File: src/rtl/spi_shift_ctrl.sv
// SPI mode-0 master shift engine: edge-detects the divided spi_clk, shifts one word out on mosi
// and captures one from miso. Define SPI_LSB_FIRST_EN for LSB-first bit order (default MSB first).
module spi_shift_ctrl #(
    parameter int DATA_W = 8
) (
    input  logic              m_clk,
    input  logic              nrst,
    input  logic              spi_clk,
    input  logic              start,
    input  logic [DATA_W-1:0] tx_data,
    input  logic              miso,
    output logic              spi_cs,
    output logic              mosi,
    output logic              busy,
    output logic              done,
    output logic [DATA_W-1:0] rx_data
);
    localparam int CW = $clog2(DATA_W + 1);

    typedef enum logic [1:0] {S_IDLE, S_SHIFT, S_END} state_t;

    state_t            state, state_nxt;
    logic              spi_clk_q;
    logic              rise, fall;
    logic [CW-1:0]     bit_cnt;
    logic [DATA_W-1:0] tx_sh, rx_sh;
    logic [DATA_W-1:0] tx_next, rx_next;
    logic              mosi_next, mosi_first;
    logic              last_bit;

    assign rise     = spi_clk & ~spi_clk_q;
    assign fall     = ~spi_clk & spi_clk_q;
    assign last_bit = (bit_cnt == CW'(DATA_W));

`ifdef SPI_LSB_FIRST_EN
    assign mosi_first = tx_data[0];
    assign tx_next    = tx_sh >> 1;
    assign mosi_next  = tx_sh[1];
    assign rx_next    = {miso, rx_sh[DATA_W-1:1]};
`else
    assign mosi_first = tx_data[DATA_W-1];
    assign tx_next    = tx_sh << 1;
    assign mosi_next  = tx_sh[DATA_W-2];
    assign rx_next    = {rx_sh[DATA_W-2:0], miso};
`endif

    always_ff @(posedge m_clk) begin
        if (!nrst) state <= S_IDLE;
        else       state <= state_nxt;
    end

    always_comb begin
        state_nxt = state;
        case (state)
            S_IDLE:  if (start) state_nxt = S_SHIFT;
            S_SHIFT: if (fall && last_bit) state_nxt = S_END;
            S_END:   state_nxt = S_IDLE;
            default: state_nxt = S_IDLE;
        endcase
    end

    always_ff @(posedge m_clk) begin
        if (!nrst) begin
            spi_clk_q <= 1'b0;
            spi_cs    <= 1'b1;
            mosi      <= 1'b0;
            busy      <= 1'b0;
            done      <= 1'b0;
            rx_data   <= '0;
            bit_cnt   <= '0;
            tx_sh     <= '0;
            rx_sh     <= '0;
        end else begin
            spi_clk_q <= spi_clk;
            done      <= 1'b0;
            case (state)
                S_IDLE: begin
                    if (start) begin
                        tx_sh   <= tx_data;
                        mosi    <= mosi_first;
                        spi_cs  <= 1'b0;
                        busy    <= 1'b1;
                        bit_cnt <= '0;
                    end
                end
                S_SHIFT: begin
                    // The final fall only ends the word; the shifter is not advanced past the last bit.
                    if (rise) begin
                        rx_sh   <= rx_next;
                        bit_cnt <= bit_cnt + CW'(1);
                    end else if (fall && !last_bit) begin
                        tx_sh <= tx_next;
                        mosi  <= mosi_next;
                    end
                end
                S_END: begin
                    spi_cs  <= 1'b1;
                    busy    <= 1'b0;
                    rx_data <= rx_sh;
                    done    <= 1'b1;
                end
                default: ;
            endcase
        end
    end
endmodule

File: config.mk
export PLATFORM = sky130hd
export DESIGN_NAME = spi_shift_ctrl
export DESIGN_NICKNAME = d
export VERILOG_FILES = /design/src/rtl/spi_shift_ctrl.sv
export SDC_FILE = /design/constraint.sdc
export NUM_CORES = 1
export LEC_CHECK = 0
export BUFFER_PORTS_ARGS = -buffer_cell sky130_fd_sc_hd__buf_2
export CAP_MARGIN = 30
export CORE_AREA = 4 4 70 65
export DETAILED_ROUTE_END_ITERATION = 10
export DIE_AREA = 0 0 74 69
export SLEW_MARGIN = 20
export SYNTH_ARGS = -nofsm -noshare
export SYNTH_HDL_FRONTEND = slang
export SYNTH_SLANG_ARGS = --single-unit
export TNS_END_PERCENT = 5
File: constraint.sdc
create_clock -name m_clk -period 1.3 [get_ports m_clk]
set_clock_uncertainty 0.05 [all_clocks]
set_input_delay 0 -clock m_clk [delete_from_list [all_inputs] [get_ports m_clk]]
set_output_delay 0 -clock m_clk [all_outputs]
set_load 0.01 [all_outputs]
# Yosys cells after proc, flatten, opt, wreduce, memory -nomap -nowiden
# Index checks and enable logic that the tools add are counted.
# totals
ff_bits,34
output_inout_bits,12
word_cells,53
# classes
add_sub_neg,1
n_eq_ne,8
mux,19
n_bitwise,4
n_reduce_logical,11
# op_table
op,n
$mux W7,3
$pmux W7 S2,1
$ne A2 B2 Y1 const B,5
$mux W4,2
$pmux W4 S2,1
$mux W1,6
$pmux W1 S2,3
$reduce_and A2 Y1,3
$add A4 B1 Y4 const B,1
$eq A4 B4 Y1 const B,1
$mux W2,2
$pmux W2 S2,1
$reduce_and A4 Y1,1
$reduce_bool A2 Y1,2
$reduce_and A3 Y1,1
$and A1 B1 Y1,2
$eq A2 B1 Y1 const B,1
$eq A2 B2 Y1 const B,1
$logic_and A1 B1 Y1,2
$logic_not A2 Y1,1
$not A1 Y1,2
$logic_not A1 Y1,1

# Logic depth before layout (Yosys ltp)
# depth
ltp_word,6
mapped_depth,5

# Least setup slack after synthesis
# OpenSTA, ideal clock, no wires.
# synth_path
kind,register to register
start,register bit_cnt[0]
end,register mosi
setup_ps,79
t_arrival_ps,1208
t_required_ps,1171
slack_ps,-37
stages_incl_launch_ff,6
n_path_buf,0
period_less_slack_ps,1337
cell_sequence,dfxtp_1 inv_1 ha_1 nand3b_1 a21o_4 a211oi_2
# synth_via
elab_chain_cells,5
# synth_lines
element,line_no,text
start: declaration,25,logic [CW-1:0] bit_cnt;
start signal: assignment,90,bit_cnt <= bit_cnt + CW'(1);
$eq A4 B4 Y1,33,assign last_bit = (bit_cnt == CW'(DATA_W));
$logic_not A1 Y1,91,end else if (fall && !last_bit) begin
$logic_and A1 B1 Y1,91,
$ne A2 B2 Y1 (no source line),n/a,
$reduce_and A4 Y1 (no source line),n/a,
end signal: assignment,80,mosi <= mosi_first;
end signal: assignment,93,mosi <= mosi_next;
end: declaration,13,"output logic mosi,"
# No other way between the ends.
# A chain may end at the register's enable or synchronous reset.

# Worst setup path in the final report
# Ends and elaborated chain as after synthesis.

==> metrics list <==
* Result of the run: finished with violations
- Violated checks: setup timing
- Router iterations before antenna repair: 4
- The worst pin sits at a relative slew slack of 79.7%.
- Measured along the x axis, the die boundary spans 74 µm.
* Residual overflow from global routing: 0
- Sequential cell area fraction in the yosys report: 46.9%
- Multi-input logic area: 718 µm²
- The endpoint identified for the worst register-to-register timing path is mosi.
- Relative to the synthesized area, the layout overhead comes to 32.7%.
- In this run the worst hold path is classified as input port to flop.
- The first global-routing pass estimated 5.08 mm of wire.
- Traced cell by cell, the critical path runs through inv_1 > ha_1 > nand3b_1 > buf_6 > a21o_4 > a211oi_2.
- The tree is rooted in a sky130_fd_sc_hd__clkbuf_8.
* Arrival time of the worst setup path: 1470 ps
- The worst register-to-register path has a depth of 6.
- H-tree levels: 2
- TritonCTS built the clock tree.
* Drc violations: 0
* Unrepaired setup endpoints after global routing: yes
- Peak clock frequency supported by timing: 0.758 GHz
- Combined global-route utilization of all metal layers: 12.3%
* Routability Congestion: 0.798
* Total placed instance area: 1750 µm²
- The layout has 361 filler cells.
- The critical path ends at mosi.
* Number of distinct library cells after synthesis: 31
* Switching portion of total power: 24.5%
- The floorplan step defined a die boundary enclosing 5110 µm².
- Area of all placed cells without fillers: 1930 µm²
- Synthesized net count: 174
* Die Ht: 69 µm
- Number of buffers on the longest clock path: 2
* Peak supply drop: 0.562 mV
- 25 I/O pins were placed.
* Startpoint Class: flop
- Share of total power in the clock network: 37.2%
- Dividing the detail-routed wire length by the instance count gives 12.0 µm.
- The setup path with the least slack is of type flop to flop.
- Entering global routing, the biggest net connects 19 pins.
- At the later pin of the worst-skew pair, clock insertion delay measures 280 ps.
- Power density over the cells: 1120 nW/µm²
- Maximum fanout encountered on the critical timing path: 9
- Cts bufs inserted: 5
- Sequential cell fraction of total power: 50.7%
- Synthesis produced a netlist whose cell count is 159.
* Initial antenna violation count: 0
* Cell at the slowest stage of the critical path: sky130_fd_sc_hd__dfxtp_1
* Sequential standard cell area: 683 µm²
* Post-detailed-route count of antenna-violating nets: 0
* Clock slew seen by the registers of the worst setup and hold paths: 70 ps
- Final core area utilization: 51.2%
* Vias per cell: 4.94
- Commonest cells after routing, fill and taps aside: 35 x sky130_fd_sc_hd__nand2_1, 32 x sky130_fd_sc_hd__dfxtp_1, 24 x sky130_fd_sc_hd__buf_2, 21 x sky130_fd_sc_hd__a21oi_1, 17 x sky130_fd_sc_hd__buf_4
* Starting DRT DRC Count: 60
- The average instance in the mapped netlist occupies 9.13 µm².
- Leaving out fill and tap cells, the most frequent cell in the layout is sky130_fd_sc_hd__nand2_1.
- Minimum clock period: 1320 ps
* Effective utilization at floorplan: 38.6%
* Internal power component: 1.63 mW
- Number of max-slew violations in the final report: 0
- After synthesis the cells add up to 1450 µm².
- Seq cells post-synth: 34
- Number of warnings reported in the yosys synthesis log: 0
* Sinks on the clock net: 34
- Via count of the first global-routing pass: 1167
- Row count: 21
* Worst setup EP type: flop
- Portion of the clock cycle consumed by the worst path in the final layout: 101%
- Setup violations remaining at the end of the flow were counted as 6.
- Net switching power figure: 0.530 mW
* Number of port buffers: 24
- Leakage power figure: 0.782 nW
* Transition at the pin with the smallest max-transition slack: 303 ps
- Antenna cell count: 0
- Reg-to-reg slack, setup: -20 ps
* Count of maximum capacitance violations: 0
- Routed Wire Length: 3.02 mm
- Worst setup path startpoint: bit_cnt[0]
- Final hold viol count: 0
- Critical path required time: 1450 ps
- Routed vias: 1245
- Share of cells above drive strength 1: 33.0%
- The share of total power dissipated in combinational logic is 12.1%.
* Worst Slack Setup Final: -18.9 ps
* Area of the placeable core: 3760 µm²
* Total number of nets in the final design: 220
- The largest single stage delay on the critical path is 310 ps.
- Detailed Place HPWL: 2.24 mm
- Worst reg2reg startpoint: bit_cnt[0]
## cell families (layout without fill, tap and decap cells)
family	after synthesis	in the layout	share of synthesized area, %
and+or+nand+nor	58	58	21.1
AOI/OAI and AO/OA	42	42	20.0
DFF	34	34	46.9
buffers and inverters	16	63	5.43
muxes	7	7	4.83
adders and majority gates	2	2	1.72
## power groups by stage
stage	Combinational (mW)	Clock, mW	Sequential, mW
final	0.262	0.806	1.10
after global routing	0.289	0.870	1.10
after CTS	0.259	0.824	1.10
after detailed placement	0.247	0	1.12
after global placement	0.241	0	1.12
after floorplan	0.158	0	1.12
## cells in the mapped netlist
master / instances / share of area [%]
sky130_fd_sc_hd__nor3b_2: 1 / 0.86
sky130_fd_sc_hd__inv_1: 6 / 1.6
sky130_fd_sc_hd__a211oi_2: 7 / 6.0
sky130_fd_sc_hd__buf_6: 1 / 0.78
sky130_fd_sc_hd__a211oi_1: 7 / 3.6
sky130_fd_sc_hd__clkbuf_1: 1 / 0.26
sky130_fd_sc_hd__and2_1: 1 / 0.43
sky130_fd_sc_hd__o21ai_0: 3 / 1.0
sky130_fd_sc_hd__nand4_1: 1 / 0.43
sky130_fd_sc_hd__nand3b_1: 1 / 0.52
sky130_fd_sc_hd__nand2_1: 35 / 9.1
sky130_fd_sc_hd__or3_1: 2 / 0.86
sky130_fd_sc_hd__nor2_1: 1 / 0.26
sky130_fd_sc_hd__or3b_1: 1 / 0.60
sky130_fd_sc_hd__buf_2: 6 / 2.1
sky130_fd_sc_hd__nor2b_1: 2 / 0.86
sky130_fd_sc_hd__nand3_1: 5 / 1.7
sky130_fd_sc_hd__a21oi_1: 22 / 7.6
sky130_fd_sc_hd__mux2i_1: 7 / 4.8
sky130_fd_sc_hd__a21o_4: 1 / 1.0
sky130_fd_sc_hd__dfxtp_1: 34 / 47
sky130_fd_sc_hd__nand4bb_4: 1 / 1.9
sky130_fd_sc_hd__nor4_1: 1 / 0.43
sky130_fd_sc_hd__nand2b_1: 3 / 1.3
sky130_fd_sc_hd__nor4bb_1: 1 / 0.69
sky130_fd_sc_hd__o21ai_1: 2 / 0.69
sky130_fd_sc_hd__buf_4: 1 / 0.52
sky130_fd_sc_hd__nor3_1: 1 / 0.34
sky130_fd_sc_hd__ha_1: 2 / 1.7
sky130_fd_sc_hd__and4bb_1: 1 / 0.86
sky130_fd_sc_hd__buf_1: 1 / 0.26
## state kept, by name, indices dropped and copies added (netlist names)
| register | count |
|---|---|
| bit_cnt | 4 |
| rx_sh | 8 |
| mosi | 1 |
| state | 2 |
| done | 1 |
| tx_sh | 7 |
| busy | 1 |
| spi_clk_q | 1 |
| rx_data | 8 |
| spi_cs | 1 |
## metal layers
metal	share of wire (%)	track usage [%]	up-vias
li1	-	-	645
met1	48	16.5	568
met2	47	18.5	28
met3	4.3	3.92	4
met4	0.69	3.62	0
met5	0	0	-
## per-stage QoR
stage | hold slack (ps) | instances | power, mW | setup TNS, ps | setup WS, ps
2_1_floorplan | 21.8 | 159 | 1.28 | -260 | -37.1
3_3_place_gp | 193 | 239 | 1.36 | 0 | 23.3
3_5_place_dp | 204 | 239 | 1.37 | -162 | -36.9
4_1_cts | 38.4 | 252 | 2.18 | -133 | -35.3
5_1_grt | 55.7 | 252 | 2.26 | -881 | -136
6_report | 46.1 | 252 | 2.17 | -48.3 | -18.9
## critical path, delay by kind of cell, from the launching register on
family          cells  cell delay, ps
simple gates        1              80
buf+inv             2             220
flops               1             310
compound gates      2             430
fa+ha+maj           1             150
## how the worst min path moves through the flow
stage | start | endpoint | slack, ps | cells after the start
after floorplan | nrst | spi_cs | 20 | 1
after global placement | nrst | spi_cs | 190 | 2
after detailed placement | tx_data[0] | tx_sh[0] | 200 | 3
after CTS | spi_clk | state[1] | 40 | 3
after global routing | tx_data[6] | tx_sh[6] | 60 | 3
final | tx_data[4] | tx_sh[4] | 50 | 3
## final cells by class
type | instances | area share (%)
inverter | 6 | 1.17
timing repair buffer | 49 | 18.1
clock inverter | 2 | 0.650
multi-input combinational | 109 | 37.3
clock buffer | 6 | 4.29
sequential | 34 | 35.5
tap | 46 | 2.99
## repair_timing
action	CTS	global route
hold buffers	5	0
gates resized for setup	3	6
gates cloned	0	0
pin swaps	1	1
endpoints found under the hold margin	5	0
setup endpoints to repair	9	14
setup buffers	0	0
(Power assumes the default switching activity.)
